File: config.mk
export PLATFORM = sky130hd
export DESIGN_NAME = rotation_slicer
export DESIGN_NICKNAME = d
export VERILOG_FILES = /design/src/rtl/rotation_pkg.sv /design/src/rtl/rotation_slicer_debouncer.sv /design/src/rtl/rotation_slicer.sv
export SDC_FILE = /design/constraint.sdc
export NUM_CORES = 1
export LEC_CHECK = 0
export CAP_MARGIN = 20
export CORE_MARGIN = 2
export CORE_UTILIZATION = 50
export DETAILED_ROUTE_END_ITERATION = 8
export PLACE_DENSITY = 0.65
export SYNTH_ARGS = -nofsm -noshare
export SYNTH_HDL_FRONTEND = slang
export SYNTH_HIERARCHICAL = 1
export SYNTH_SLANG_ARGS = --single-unit
export TNS_END_PERCENT = 5
File: constraint.sdc
create_clock -name clk_in -period 8.2 [get_ports clk_in]
set_input_delay 1.64 -clock clk_in [delete_from_list [all_inputs] [get_ports clk_in]]
set_output_delay 1.64 -clock clk_in [all_outputs]
set_load 0.005 [all_outputs]
File: src/rtl/rotation_pkg.sv
// ---------------------------------------------------------------------------
// rotation_pkg
// Shared types and default sizing for the rotation slicer.
//   slicer_state_t : tracking state machine encoding
//   ROT_RES_DEFAULT: default number of angular slices per revolution
//   THETA_W        : width of the slice index for the default resolution
//   SHIFT          : right shift that turns a period into a slice length
// ---------------------------------------------------------------------------
package rotation_pkg;

    typedef enum logic [1:0] {
        IDLE,
        ACQUIRE,
        TRACK,
        STALL
    } slicer_state_t;

    localparam int ROT_RES_DEFAULT = 1024;
    localparam int THETA_W         = $clog2(ROT_RES_DEFAULT);
    localparam int SHIFT           = $clog2(ROT_RES_DEFAULT);

endpackage

File: src/rtl/rotation_slicer_debouncer.sv
// ---------------------------------------------------------------------------
// ir_debouncer
// Two-flop synchroniser, stability counter and rising-edge pulse for the raw
// IR beam-break level.
//   clk_in    : system clock
//   rst_in_n  : asynchronous active-low reset
//   raw_in    : raw sensor level, asynchronous to clk_in
//   level_out : debounced level
//   rise_out  : one-cycle pulse on each debounced 0->1 transition
// ---------------------------------------------------------------------------
module ir_debouncer #(
    parameter int DEBOUNCE_CYCLES = 1200
) (
    input  logic clk_in,
    input  logic rst_in_n,
    input  logic raw_in,
    output logic level_out,
    output logic rise_out
);

    localparam int CNT_W = $clog2(DEBOUNCE_CYCLES + 1);

    logic             sync_q1;
    logic             sync_q2;
    logic [CNT_W-1:0] stable_cnt;

    always_ff @(posedge clk_in or negedge rst_in_n) begin
        if (!rst_in_n) begin
            sync_q1    <= 1'b0;
            sync_q2    <= 1'b0;
            level_out  <= 1'b0;
            rise_out   <= 1'b0;
            stable_cnt <= '0;
        end else begin
            sync_q1  <= raw_in;
            sync_q2  <= sync_q1;
            rise_out <= 1'b0;
            // Any return to the current level restarts the stability window,
            // so only an uninterrupted run of DEBOUNCE_CYCLES flips the level.
            if (sync_q2 == level_out) begin
                stable_cnt <= '0;
            end else if (stable_cnt == CNT_W'(DEBOUNCE_CYCLES - 1)) begin
                level_out  <= sync_q2;
                rise_out   <= sync_q2;
                stable_cnt <= '0;
            end else begin
                stable_cnt <= stable_cnt + 1'b1;
            end
        end
    end

endmodule

File: src/rtl/rotation_slicer.sv
// ---------------------------------------------------------------------------
// rotation_slicer
// Measures the rotor period from the debounced IR index edge and splits each
// revolution into ROTATIONAL_RES equal time slices, publishing the current
// slice index for the frame manager.
//   clk_in      : system clock
//   rst_in_n    : asynchronous active-low reset
//   ir_tripped  : raw IR beam-break level
//   dtheta      : current slice index
//   theta_valid : one-cycle strobe whenever dtheta is (re)written
//   rev_strobe  : one-cycle strobe on each accepted index edge
//   locked      : high while tracking a valid period
//   period      : last accepted revolution period in cycles
// ---------------------------------------------------------------------------
module rotation_slicer
    import rotation_pkg::*;
#(
    parameter int ROTATIONAL_RES  = 1 << SHIFT,
    parameter int PERIOD_W        = 24,
    parameter int DEBOUNCE_CYCLES = 1200,
    parameter int MIN_PERIOD      = 4096,
    parameter int MAX_PERIOD      = (1 << 24) - 1
) (
    input  logic                              clk_in,
    input  logic                              rst_in_n,
    input  logic                              ir_tripped,
    output logic [$clog2(ROTATIONAL_RES)-1:0] dtheta,
    output logic                              theta_valid,
    output logic                              rev_strobe,
    output logic                              locked,
    output logic [PERIOD_W-1:0]               period
);

    localparam int DTHETA_W    = $clog2(ROTATIONAL_RES);
    localparam int SLICE_SHIFT = DTHETA_W;

    slicer_state_t       state;
    logic                edge_acc;
    logic [PERIOD_W-1:0] cnt;
    logic [PERIOD_W-1:0] slice_len;
    logic [PERIOD_W-1:0] slice_cnt;
    logic                cnt_at_max;
    logic                edge_ok;
    logic [PERIOD_W-1:0] meas_period;
    logic [PERIOD_W-1:0] new_slice;

    ir_debouncer #(
        .DEBOUNCE_CYCLES(DEBOUNCE_CYCLES)
    ) u_debouncer (
        .clk_in    (clk_in),
        .rst_in_n  (rst_in_n),
        .raw_in    (ir_tripped),
        .level_out (),
        .rise_out  (edge_acc)
    );

    assign cnt_at_max = (cnt == PERIOD_W'(MAX_PERIOD));
    // Bounce filter used while a period is being measured or tracked.
    assign edge_ok    = edge_acc && (cnt >= PERIOD_W'(MIN_PERIOD));
    // cnt reads 0 in the cycle after an edge, so the elapsed cycle count
    // including the current one is cnt + 1 (clamped when saturated).
    assign meas_period = cnt_at_max ? cnt : cnt + 1'b1;
    assign new_slice   = meas_period >> SLICE_SHIFT;

    always_ff @(posedge clk_in or negedge rst_in_n) begin
        if (!rst_in_n) begin
            state       <= IDLE;
            cnt         <= '0;
            slice_len   <= '0;
            slice_cnt   <= '0;
            period      <= '0;
            dtheta      <= '0;
            theta_valid <= 1'b0;
            rev_strobe  <= 1'b0;
            locked      <= 1'b0;
        end else begin
            theta_valid <= 1'b0;
            rev_strobe  <= 1'b0;
            if (!cnt_at_max) cnt <= cnt + 1'b1;

            unique case (state)
                IDLE, STALL: begin
                    // First edge after idle or stall only starts a measurement.
                    if (edge_acc) begin
                        cnt        <= '0;
                        rev_strobe <= 1'b1;
                        state      <= ACQUIRE;
                    end
                end
                ACQUIRE, TRACK: begin
                    // An edge wins over both stall detection and slice expiry.
                    if (edge_ok) begin
                        cnt         <= '0;
                        period      <= meas_period;
                        slice_len   <= new_slice;
                        slice_cnt   <= new_slice - 1'b1;
                        dtheta      <= '0;
                        theta_valid <= 1'b1;
                        rev_strobe  <= 1'b1;
                        locked      <= 1'b1;
                        state       <= TRACK;
                    end else if (cnt_at_max) begin
                        dtheta      <= '0;
                        theta_valid <= 1'b1;
                        locked      <= 1'b0;
                        state       <= STALL;
                    end else if (state == TRACK) begin
                        if (slice_cnt == '0) begin
                            slice_cnt <= slice_len - 1'b1;
                            // The last slice holds and absorbs any remainder.
                            if (dtheta != DTHETA_W'(ROTATIONAL_RES - 1)) begin
                                dtheta      <= dtheta + 1'b1;
                                theta_valid <= 1'b1;
                            end
                        end else begin
                            slice_cnt <= slice_cnt - 1'b1;
                        end
                    end
                end
                default: state <= IDLE;
            endcase
        end
    end

endmodule

# Yosys cells after proc, flatten, opt, wreduce, memory -nomap -nowiden
# Cells that the tools add are included.
# totals
word_cells,80
reg_bits,116
# op_classes
n_addsub,6
bitwise,1
n_lt_le_gt_ge,1
n_mux,32
n_eq_ne,10
reduce_logical,16
# ops
cell,n
two-way mux 24 bit,7
two-way mux 10 bit,5
case mux 24 bit (2 select lines),1
subtractor 14 x 1 -> 15 bit (second input constant),2
adder 24 x 1 -> 24 bit (second input constant),1
== test 24 bit (second input constant),1
greater-or-equal comparator 24 x 13 -> 1 bit (second input constant),1
zero test 24 bit,1
subtractor 24 x 1 -> 24 bit (second input constant),1
two-way mux 11 bit,2
two-way mux 1 bit,12
adder 11 x 1 -> 11 bit (second input constant),1
== test 11 bit (second input constant),1
adder 10 x 1 -> 10 bit (second input constant),1
inequality test 10 bit (second input constant),1
nonzero test 3 bit,3
AND reduction 2 bit,4
two-way mux 2 bit,3
== test 2 bit (second input constant),2
inequality test 2 x 1 -> 1 bit (second input constant),2
case mux 2 bit (2 select lines),1
AND reduction 4 bit,1
nonzero test 2 bit,2
OR reduction 2 bit,2
other kinds (8),8

# Longest topological paths before layout
# Gate-level depths: netlist of run 1.
# depth
word_depth,7
depth_mapped,13
mapped_depth_nobuf,12

# Hierarchy
# The synthesis of run 1 kept the hierarchy.
# by_module_without_submodules
module,n_inst,cells_per_inst,area_each_um2,seq_area_each_um2
rotation_slicer,1,587,5057.4,2177.1
ir_debouncer,1,60,681.9,375.4

# Least setup slack after synthesis of run 1
# Ideal clock, no wire load.
# synth_timing
kind,register to register
startpoint,register cnt[0]
endpoint,register slice_cnt[20]
path_stages_with_launch,13
synth_period_minus_slack_ns,3.041
slack_ns,5.159
path_buffers,2
arrival_time_ns,2.954
path_cell_list,dfrtp_1 > ha_1 > nand2_1 > nor4_2 > buf_4 > a21oi_1 > xnor2_1 > ha_1 > o311ai_1 > or4_1 > or3_1 > buf_2 > o211ai_1
# synth_between
elab_chain_len,4
word_cells_on_any_way,10
classes_between,2 x add/sub; 1 x order compare; 2 x eq/ne; 2 x mux; 3 x reduce/logical
# synth_rtl
element,line,source
from (decl),rotation_slicer.sv:39,logic [PERIOD_W-1:0] cnt;
from (signal assigned),rotation_slicer.sv:79,if (!cnt_at_max) cnt <= cnt + 1'b1;
adder 24 x 1 -> 24 bit (tied with other cells),rotation_slicer.sv:62,assign meas_period = cnt_at_max ? cnt : cnt + 1'b1;
two-way mux 24 bit or logical AND 1 bit (tied branches),"rotation_slicer.sv:62, rotation_slicer.sv:59",
subtractor 14 x 1 -> 15 bit (tied with other cells),rotation_slicer.sv:96,slice_cnt <= new_slice - 1'b1;
two-way mux 24 bit or AND reduction 3 bit (tied branches),--,
to (signal assigned),rotation_slicer.sv:96,
to (signal assigned),rotation_slicer.sv:109,slice_cnt <= slice_len - 1'b1;
to (signal assigned),rotation_slicer.sv:116,slice_cnt <= slice_cnt - 1'b1;
to (decl),rotation_slicer.sv:41,logic [PERIOD_W-1:0] slice_cnt;
# Several ways; a longest one is shown, not always the timed one.
# A chain may end at the register's enable or synchronous reset.

# Worst setup path in the final report of run 1
# layout_timing
startpoint,register cnt[12]
endpoint,register slice_cnt[21]
# Same word-level chain as after synthesis.

==> metrics, run 1 <==
depth of the worst hold-timing path=0; wire length of the first global-routing pass=23.71 mm; FF+latch count, synth=102; master cell of the clock root buffer=sky130_fd_sc_hd__clkbuf_16; filler cell count in the final layout=1026; final max-slew violation count=0; Worst-Margin Slew=0.9465 ns; total CTS buffers=9; maxcap violations=0; startpoint of the most critical register-to-register path=cnt[12]$_DFF_PN0_; endpoint of the most critical setup path=slice_cnt[21]$_DFFE_PN0P_; synthesized area=5739 µm²; share of post-route cells with drive strength above 1=5.848%; total buffers and inverters traversed by the critical path=0; number of endpoints failing setup at the final stage=0; Clock Skews=0.007437 ns; most area-consuming cells after synthesis=sky130_fd_sc_hd__dfrtp_1, sky130_fd_sc_hd__nor2_1, sky130_fd_sc_hd__xnor2_1; placed wire-length estimate after detailed placement=9.747 mm; count of pins on the block boundary=40; # rows=39; Critical Path Source Type=flop; setup slack of the most critical reg-to-reg path=4.26 ns; endpoint of the worst-slack reg-to-reg timing path=slice_cnt[21]$_DFFE_PN0P_; setup repair after global routing missed its margin=false; Max H-tree Level=3; critical path launch point=cnt[12]$_DFF_PN0_; P per Cell Area=145.1 nW/µm²; instance count of the mapped netlist=647; ANT nets after route=0; final routed wire length divided by cell count=17.05 µm; hold_buf cts=0; required time of the worst setup path=8.48 ns; Area Growth Syn to Fin=14.39%; share of the cycle needed by the critical path after routing=47.99%; buffers added on ports=39; DR DRC count=0; die span in x=111.1 µm; most instantiated library cell after synthesis=sky130_fd_sc_hd__dfrtp_1; async set-reset flop share out of synthesis=100.0%; most numerous cell types in the synthesized netlist=sky130_fd_sc_hd__dfrtp_1, sky130_fd_sc_hd__nor2_1, sky130_fd_sc_hd__nand2_1, sky130_fd_sc_hd__a21oi_1, sky130_fd_sc_hd__xnor2_1; total power=0.9524 mW; sequential-to-total area share from yosys stat=44.47%; number of flops mapped to enable cells by yosys=0; static leakage power=2.926 nW; Die Y=111.1 µm; maximum frequency from static timing analysis=0.2541 GHz; Core Box Area=11320 µm²; via count of the first global-routing pass=4688; worst-path cell chain=nand4_1 > nor4_2 > a21oi_1 > xnor2_1 > ha_1 > o311ai_1 > or4_1 > or3_1 > o211ai_1; critical path depth=9; cell taking the most area after synthesis=sky130_fd_sc_hd__dfrtp_1; Vias per Instance=5.919; non-filler instance count after layout=827; slowest stage cell on the critical path=sky130_fd_sc_hd__nor4_2; maximum number of pins on one net before global-route repair=74; data arrival time at the worst-slack endpoint=4.21 ns; largest fanout on the critical path=11; Post-CTS Setup Inserts=0; initial antenna violation count=0; dominant synthesized flop cell=sky130_fd_sc_hd__dfrtp_1; floorplan die area=12350 µm²; top-area cell type share of the netlist area=44.47%; clock latency of the later-clocked register in the worst-skew pair=0.36 ns; worst min-delay path class=flop to flop; ant diodes=0; post-route setup TNS=0 ns; Sinks on Clock Net=102; largest stage delay on the critical path=0.80 ns; final global-route overflow total=0; Total Nets Final=691; worst IR drop on VDD=0.0001604 V; outcome=complete, no violations; Final GP Congestion=0.8843; Distinct cells, synth=63; Critical Path End Type=flop; starting utilization of the core area=50.70%; Max Root-Sink Buffers=2; count of endpoints failing hold in the final timing report=0; GRT Resource Usage Total=23.72%; count of vias placed by the detailed router=4895; Post-Route Hold Slack=0.3528 ns; Worst R2R Path Depth=9; Post-Syn Nets=659; total number of yosys warnings=6; relative slew slack=36.74%; syn_area_per_cell=8.871 µm²; post-cts sizing count=0; gate family responsible for the most delay along the worst path=simple AND/OR/NAND/NOR gates; number of violations reported at the end of detailed-routing iteration 0=420; final cell utilization of the core=57.99%; Reg clk slew, reported paths=0.07 ns; number of detailed-routing iterations run before antenna repair=5; clock tree from TritonCTS=yes; instance count after placement with tap cells included=811; Total Wirelength=14.10 mm; final critical path time including I/O delays and setup=3.935 ns; critical path class=flop to flop
routing by layer:
metal / part of all wire, % / track usage [%] / vias to the layer above / wire (µm)
met2: 47 / 37.55 / 119 / 6656
met4: 1.6 / 7.243 / 0 / 219
li1: - / - / 2380 / -
met5: 0 / 0 / - / 0
met3: 4.3 / 5.522 / 19 / 611
met1: 47 / 32.66 / 2377 / 6617
worst min-delay path by stage:
stage	from	to	slack, ns
after global routing	u_debouncer/sync_q1$_DFF_PN0_	u_debouncer/sync_q2$_DFF_PN0_	0.36
after global placement	u_debouncer/sync_q1$_DFF_PN0_	u_debouncer/sync_q2$_DFF_PN0_	0.33
after detailed placement	u_debouncer/sync_q1$_DFF_PN0_	u_debouncer/sync_q2$_DFF_PN0_	0.34
after CTS	u_debouncer/sync_q1$_DFF_PN0_	u_debouncer/sync_q2$_DFF_PN0_	0.36
final	u_debouncer/sync_q1$_DFF_PN0_	u_debouncer/sync_q2$_DFF_PN0_	0.35
after floorplan	u_debouncer/sync_q1$_DFF_PN0_	u_debouncer/sync_q2$_DFF_PN0_	0.33
layout make-up:
| cell class | instances | area [µm²] | share of cell area, % |
|---|---|---|---|
| tap | 143 | 178.9 | 2.725 |
| inverter | 11 | 41.29 | 0.6289 |
| clock buffer | 10 | 239.0 | 3.640 |
| timing repair buffer | 45 | 432.9 | 6.594 |
| sequential | 102 | 2552 | 38.88 |
| clock inverter | 6 | 58.81 | 0.8957 |
| multi-input combinational | 510 | 3062 | 46.64 |
metrics by stage:
step | cell area [µm²] | worst slack [ns]
2_1_floorplan | 5739 | 5.159
3_3_place_gp | 6267 | 4.479
3_5_place_dp | 6267 | 4.326
4_1_cts | 6565 | 4.282
5_1_grt | 6565 | 3.933
6_report | 6565 | 4.265
cells by family (layout without fill, tap and decap cells):
family / after synthesis / after routing / share of synthesized area [%]
XOR/XNOR: 64 / 64 / 9.767
buffers and inverters: 35 / 72 / 2.507
adder cells (fa/ha/maj): 9 / 9 / 1.962
AND/OR/NAND/NOR: 296 / 296 / 25.73
AO/OA/AOI/OAI: 136 / 136 / 14.61
multiplexers: 5 / 5 / 0.9592
flip-flops: 102 / 102 / 44.47
placed cells by master (no fill, tap or decap), drive strengths merged, types with 18 or more instances in the layout:
| cell | n |
|---|---|
| nand3 | 21 |
| clkdlybuf4s50 | 38 |
| nor3 | 23 |
| dfrtp | 102 |
| a21oi | 43 |
| nand2 | 76 |
| nor2 | 96 |
| xor2 | 23 |
| nor4 | 18 |
| o21ai | 38 |
| xnor2 | 41 |
registers in the layout (all words and copies together), names as in the netlist:
signal                  cells
cnt                        24
dtheta                     10
locked                      1
period                     24
rev_strobe                  1
slice_cnt                  24
state                       2
theta_valid                 1
u_debouncer/level_out       1
u_debouncer/rise_out        1
u_debouncer/stable_cnt     11
u_debouncer/sync_q1         1
u_debouncer/sync_q2         1
power breakdown:
group,switching [mW],leakage [nW],internal [mW]
Combinational,0.0113,1.38,0.00257
Clock,0.210,0.145,0.223
Sequential,0.00157,1.40,0.504
Power figures use the tool's default switching activity.
==> run 2, diff against run 1 <==
Settings changed: PLACE_DENSITY 0.65 to 0.68.
Clock period 8.2 ns to 3.25 ns, I/O delays scaled along.
==> run 2 against run 1 <==
Compared with the run above: via count up 4.2%; critical endpoint is now slice_cnt[22]$_DFFE_PN0P_; clock skew rose by 0.0016 ns; fmax grew 29%; critical path type unchanged.
==> metrics, run 2 (synthesis gave the netlist of run 1 again) <==
most frequent standard cell in the layout excluding fill and tap cells=sky130_fd_sc_hd__dfrtp_1; area of the multi-input gates=3083 µm²; number of detailed-routing iterations run before antenna repair=6; count of pins on the block boundary=40; post-cts sizing count=0; Worst-Margin Slew=0.7309 ns; outcome=complete, no violations; count of endpoints failing hold in the final timing report=0; placed wire-length estimate after detailed placement=10.30 mm; die span in x=111.1 µm; setup slack of the most critical reg-to-reg path=0.20 ns; largest fanout on the critical path=10; relative slew slack=51.27%; starting utilization of the core area=50.70%; non-filler instance count after layout=857; wire length of the first global-routing pass=24.03 mm; number of violations reported at the end of detailed-routing iteration 0=377; slowest stage cell on the critical path=sky130_fd_sc_hd__or4_1; final routed wire length divided by cell count=16.90 µm; Max Root-Sink Buffers=2; hold_buf cts=0; endpoint of the worst-slack reg-to-reg timing path=slice_cnt[22]$_DFFE_PN0P_; Clock Skews=0.009025 ns; initial antenna violation count=0; Post-Route Hold Slack=0.3413 ns; registers with the highest flip-flop counts=cnt: 24 flops, period: 24 flops, slice_cnt: 24 flops; post-placement cell area=6505 µm²; DR DRC count=0; maxcap violations=0; worst IR drop on VDD=0.0003658 V; cell mode on critical path=sky130_fd_sc_hd__nand2_1; share of post-route cells with drive strength above 1=10.22%; P per Cell Area=365.6 nW/µm²; Post-Place Setup Slack=0.07574 ns; clock tree from TritonCTS=yes; GRT Resource Usage Total=23.68%; post-route setup TNS=0 ns; buffers added on ports=39; maximum frequency from static timing analysis=0.3282 GHz; Total Wirelength=14.49 mm; Post-CTS Setup Inserts=0; floorplan die area=12350 µm²; Die Y=111.1 µm; Worst R2R Path Depth=11; ANT nets after route=0; Max H-tree Level=3; Core Box Area=11320 µm²; worst min-delay path class=input pin to asynchronous set/reset pin; static leakage power=3.090 nW; master cell of the clock root buffer=sky130_fd_sc_hd__clkbuf_16; Area Growth Syn to Fin=19.49%; share of the cycle needed by the critical path after routing=93.75%; leading cell types in the layout, fill and taps excluded=sky130_fd_sc_hd__dfrtp_1, sky130_fd_sc_hd__nor2_1, sky130_fd_sc_hd__nand2_1, sky130_fd_sc_hd__a21oi_1, sky130_fd_sc_hd__xnor2_1; Total Nets Final=721; ant diodes=0; required time of the worst setup path=3.51 ns; sequential cell area in the final layout=2552 µm²; Vias per Instance=5.954; data arrival time at the worst-slack endpoint=3.30 ns; count of vias placed by the detailed router=5103; Sinks on Clock Net=102; final max-slew violation count=0; setup repair after global routing missed its margin=false; final critical path time including I/O delays and setup=3.047 ns; via count of the first global-routing pass=4925; largest stage delay on the critical path=0.52 ns; critical path class=flop to flop; Reg clk slew, reported paths=0.07 ns; worst-path cell chain=nand4_1 > nor3_2 > nand2_1 > nand2_1 > nor2_1 > xnor2_1 > ha_1 > o311ai_1 > or4_1 > or3_4 > o211ai_1; final worst-path setup slack=0.2031 ns; clock latency of the later-clocked register in the worst-skew pair=0.35 ns; startpoint of the most critical register-to-register path=cnt[17]$_DFF_PN0_; final cell area excluding filler cells=6858 µm²; instance count after placement with tap cells included=841; Critical Path Source Type=flop; number of endpoints failing setup at the final stage=0; maximum number of pins on one net before global-route repair=54; # rows=39; total CTS buffers=9; final global-route overflow total=0; filler cell count in the final layout=1011; Final GP Congestion=0.9058; Critical Path End Type=flop
-- run 2: how the worst max path moves through the flow --
stage                                     end  slack (ns)         startpoint
floorplan           slice_cnt[20]$_DFFE_PN0P_        0.21   cnt[0]$_DFF_PN0_
CTS                 slice_cnt[22]$_DFFE_PN0P_        0.03   cnt[0]$_DFF_PN0_
global route        slice_cnt[22]$_DFFE_PN0P_        0.01  cnt[17]$_DFF_PN0_
detailed placement  slice_cnt[22]$_DFFE_PN0P_        0.08   cnt[0]$_DFF_PN0_
global placement    slice_cnt[21]$_DFFE_PN0P_        0.17   cnt[0]$_DFF_PN0_
finish              slice_cnt[22]$_DFFE_PN0P_        0.20  cnt[17]$_DFF_PN0_
-- run 2: layout make-up --
class,instances,area share (%)
timing repair buffer,75,9.779
tap,143,2.609
clock inverter,6,1.496
inverter,11,0.6021
sequential,102,37.22
multi-input combinational,510,44.96
clock buffer,10,3.339
-- run 2: stage by stage --
step                      total power [mW]  utilization [%]
after floorplan                      1.308                -
after global placement               1.340            57.46
after detailed placement             1.341            57.46
after CTS                            2.531            60.39
after global routing                 2.574            60.58
final                                2.507            60.58
-- run 2: routing by layer --
metal	up-vias	track usage [%]	routed length, µm
met5	-	0	0
met4	0	7.325	194
met3	24	3.991	602
met2	132	40.33	7181
met1	2508	31.11	6510
li1	2439	-	-
-- run 2: power breakdown --
| part | leakage [nW] | internal [mW] | switching, mW |
|---|---|---|---|
| clock | 0.160 | 0.689 | 0.505 |
| sequential | 1.40 | 1.27 | 0.00408 |
| combinational | 1.53 | 0.00812 | 0.0285 |
-- run 2: worst max-delay path: cells and delay by family, from the launching register on --
| kind | cells | cell delay, ns |
|---|---|---|
| DFF | 1 | 0.47 |
| and+or+nand+nor | 7 | 1.81 |
| AOI/OAI and AO/OA | 2 | 0.24 |
| adders and majority gates | 1 | 0.24 |
| xor gates and xnor gates | 1 | 0.19 |
==> RTL edit 1 (settings of run 1) <==
Set the parameter `PERIOD_W` to 48 (it was 24).
--- a/src/rtl/rotation_slicer.sv
+++ b/src/rtl/rotation_slicer.sv
@@ -18,3 +18,3 @@
     parameter int ROTATIONAL_RES  = 1 << SHIFT,
-    parameter int PERIOD_W        = 24,
+    parameter int PERIOD_W        = 48,
     parameter int DEBOUNCE_CYCLES = 1200,
Ports: changed (resized period); port bits go from 40 to 64. No check against the original RTL was run, so the function may have changed too.
==> RTL edit 1 against run 1 <==
  * Power is 82% higher
  * Cell area is 90% higher
  * Routed wire length is 130% higher
  * Clock skew is 0.013 ns higher
  * Area after synthesis is 92% higher
  * Core utilization is 0.47 points lower
  * Cell count is 96% higher
  * Global-route usage is 4.5 points higher
  * Critical path type unchanged
  * Highest routed layer unchanged
  * Non-clock buffer count is 35 higher
  * Largest power group unchanged
  * Sequential cell count is 72 higher
  * Setup slack worse by 0.52 ns
==> RTL edit 1: results (changes against run 1) <==
Status
  – Outcome: completed

Synthesis
  – Compound-Gate Fraction of Synth Area: 0.153 (+0.00678)
  – Mapped Nets: 1306 (+98%)
  – Synth top cells by count: 189 x nor2_1, 174 x dfrtp_1, 103 x nand2_1, 87 x a21oi_1, 84 x o21ai_0
  – Fraction of the mapped netlist area in adder cells: 0.0102 (-0.00939)
  – Post-synthesis sequential area ratio: 0.395 (-0.0493)
  – Netlist cell types: 79 (+25%)
  – Post-synthesis mux area share: 0.00784 (-0.00175)
  – Xor/xnor share of the synthesized area: 0.107 (+0.00915)
  – Largest cells by area after synthesis: dfrtp_1 40%, nor2_1 6.4%, xnor2_1 5.1%

Worst setup path
  – CP endpoint: slice_cnt[39]$_DFFE_PN0P_
  – Largest stage delay on the critical path: 0.58 ns (-0.22 ns)
  – Critical Path AT: 4.82 ns (+0.61 ns)
  – R2R Setup Slk: 3.75 ns (-0.52 ns)
  – R2r startpoint: cnt[14]$_DFF_PN0_
  – WS Path Type: flip-flop to flip-flop
  – Slowest CP cell: dfrtp_1
  – Reg2reg path depth: 13 (+4)

Routing
  – Vias/cell: 6.21 (+5.0%)
  – Per-cell routed wire length: 19.9 um (+17%)
  – Routed length on met1: 15200 um (+130%)
  – DRT iter0 DRCs: 933 (+120%)
  – Wire length on met3: 2170 um (+250%)
  – WL met2: 14300 um (+120%)

GRT
  – Largest net degree at the start of global routing: 76 (+2.7%)
  – Number of global-route vias before repair: 9452 (+100%)
  – First-pass GRT wire length: 52900 um (+120%)
  – Met1 track demand over resource: 0.429 (+0.102)
  – Met2 usage: 0.420 (+0.0443)
  – M3 GR Usage: 0.0438 (-0.0114)

Pwr
  – Int Pwr: 0.00130 W (+79%)
  – Logic pwr share: 0.013 (-0.002)
  – Total leakage power: 5.61 nW (+92%)
  – Power Sequential: 0.000860 W (+70%)
  – Peak VDD IR: 0.132 mV (-18%)

Placement
  – Placer Congestion: 0.883 (-0.16%)
  – I/O Buffers: 63 (+62%)
  – DP HPWL: 23000 um (+140%)

CTS
  – Clk Latency, worst-skew pair: 0.44 ns (+0.08 ns)
  – TritonCTS buffer count: 17 (+8)
  – Htree depth: 4 (+1)

Layout
  – Seq/total area: 0.349 (-0.0398)
  – Signal buf overhead: 0.0609 (-0.00507)
  – Multi-input gate area: 0.00633 mm2 (+110%)
  – Filler Cell Count: 1966 (+92%)
  – Number of non-clock inverters in the layout: 16 (+5)
  – Plain + repair buffers: 80 (+78%)
  – Clock-cell share of area: 0.0495 (+0.00418)
  – Share of layout cells above drive strength 1: 0.0715 (+0.0131)
  – Multi-input combinational gate total: 1040 (+100%)
  – Biggest regs: cnt: 48 flops, period: 48 flops, slice_cnt: 48 flops

Min path
  – Hold path depth: 0 (unchanged)
  – Min-delay src: u_debouncer/sync_q1$_DFF_PN0_
## RTL edit 1: cell count changes in the layout (fill, tap and decap cells not counted), moves of 39 or more
| cell | delta |
|---|---|
| nor2_1 | +92 |
| dfrtp_1 | +72 |
| o21ai_0 | +48 |
| a21oi_1 | +43 |
| xor2_1 | +41 |
| nand3_1 | +39 |
## RTL edit 1: metrics by stage
| step | cells | area [um2] | worst slack, ns | total power, W | hold slack (ns) |
|---|---|---|---|---|---|
| after floorplan | 1294 | 11000 | 4.71 | 0.000880 | 0.331 |
| after global placement | 1590 | 11900 | 3.86 | 0.000901 | 0.346 |
| after global routing | 1622 | 12500 | 3.48 | 0.00179 | 0.371 |
| after detailed placement | 1590 | 11900 | 3.80 | 0.000901 | 0.348 |
| final | 1622 | 12500 | 3.75 | 0.00174 | 0.357 |
| after CTS | 1622 | 12500 | 3.76 | 0.00175 | 0.359 |
==> RTL edit 2 (settings of run 1) <==
Without the edit above. The 4 states of `slicer_state_t` get a one-hot encoding in 4 bits.
--- a/src/rtl/rotation_pkg.sv
+++ b/src/rtl/rotation_pkg.sv
@@ -10,7 +10,7 @@
 
-    typedef enum logic [1:0] {
-        IDLE,
-        ACQUIRE,
-        TRACK,
-        STALL
+    typedef enum logic [3:0] {
+        IDLE    = 4'b0001,
+        ACQUIRE = 4'b0010,
+        TRACK   = 4'b0100,
+        STALL   = 4'b1000
     } slicer_state_t;
Function: same outputs for any inputs over 10 cycles, from zero or initial values and one cycle with rst_in_n low; not proved beyond that.
==> RTL edit 2 against run 1 <==
  * First-iteration DRC count is 16% higher
  * Sequential cell count is 2 higher
  * Largest cell class unchanged
  * Area after synthesis is 6.5% higher
  * Via count is 7.9% higher
  * Cell area is 5.4% higher
  * Power is 4.4% higher
  * Setup slack better by 0.31 ns
  * Routed wire length is 7.4% higher
==> RTL edit 2: results (changes against run 1) <==
Status
  – Outcome: completed

Synthesis
  – Xor/xnor share of the synthesized area: 0.0872 (-0.0105)
  – Netlist cell types: 74 (+17%)
  – Post-synthesis mux area share: 0.0192 (+0.00965)
  – Fraction of the mapped netlist area in adder cells: 0.0164 (-0.00324)
  – Synth top cells by count: 103 x dfrtp_1, 87 x nor2_1, 73 x nand2_1, 67 x o21ai_0, 34 x xnor2_1
  – Avg Inst Size Synth: 8.95 um2 (+0.88%)
  – Largest cells by area after synthesis: dfrtp_1 42%, o21ai_0 5.5%, nor2_1 5.3%
  – Mapped Nets: 694 (+5.3%)

Worst setup path
  – Crit-path max FO: 20 (+9)
  – R2r startpoint: cnt[18]$_DFF_PN0_
  – Reg2reg path depth: 8 (-1)
  – Top delay family on crit path: compound AO/OA/AOI/OAI gates
  – Reg-to-Reg End: slice_cnt[10]$_DFFE_PN0P_
  – Critical Path AT: 3.86 ns (-0.35 ns)
  – Largest stage delay on the critical path: 0.66 ns (-0.14 ns)

Routing
  – Routed length on met1: 6990 um (+5.6%)
  – Via count: 5280 (+7.9%)
  – WL met2: 7220 um (+8.5%)
  – Vias/cell: 6.15 (+3.8%)

Layout
  – Share of layout cells above drive strength 1: 0.0744 (+0.0160)
  – # nets final: 718 (+3.9%)

Placement
  – DP HPWL: 10700 um (+10%)

GRT
  – First-pass GRT wire length: 26100 um (+10%)
  – Met2 usage: 0.395 (+0.0194)
  – Met1 track demand over resource: 0.349 (+0.0228)

Pwr
  – Total leakage power: 3.00 nW (+2.6%)
## RTL edit 2: changes by cell type after synthesis, moves of 7 or more
cell	before	now
o22a_1	0	11
nor2_1	96	87
a21oi_1	43	24
xnor2_1	41	34
o21ai_0	35	67
## RTL edit 2: worst max path at each step
stage / from / end / slack (ns)
after global placement: cnt[22]$_DFF_PN0_ / slice_cnt[10]$_DFFE_PN0P_ / 4.73
final: cnt[18]$_DFF_PN0_ / slice_cnt[10]$_DFFE_PN0P_ / 4.58
after global routing: cnt[18]$_DFF_PN0_ / slice_cnt[10]$_DFFE_PN0P_ / 4.34
after CTS: cnt[18]$_DFF_PN0_ / slice_cnt[10]$_DFFE_PN0P_ / 4.62
after detailed placement: cnt[18]$_DFF_PN0_ / slice_cnt[10]$_DFFE_PN0P_ / 4.63
after floorplan: cnt[0]$_DFF_PN0_ / slice_cnt[14]$_DFFE_PN0P_ / 5.48
## RTL edit 2: worst register-to-register path, delay by kind of cell (launching register included)
| family | cells | cell delay (ns) |
|---|---|---|
| AOI/OAI and AO/OA | 3 | 1.41 |
| and+or+nand+nor | 3 | 0.98 |
| buffers and inverters | 1 | 0.55 |
| DFF | 1 | 0.46 |
| muxes | 1 | 0.12 |
## RTL edit 2: layout make-up
type | instances | area [um2]
multi-input combinational | 531 | 3320
sequential | 104 | 2600
timing repair buffer | 44 | 429
clock inverter | 6 | 93.8
clock buffer | 10 | 229
inverter | 17 | 63.8
fill | 1125 | 5040
tap | 147 | 184
## RTL edit 2: kinds of logic after synthesis
family,Yosys count
simple gates,292
xor+xnor,60
compound gates,160
mux,11
flops,104
fa+ha+maj,8
buf+inv,48
## RTL edit 2: where the power goes
group / internal (W) / switching (W)
Sequential: 0.000514 / 0.00000170
Combinational: 0.00000258 / 0.0000116
Clock: 0.000269 / 0.000195
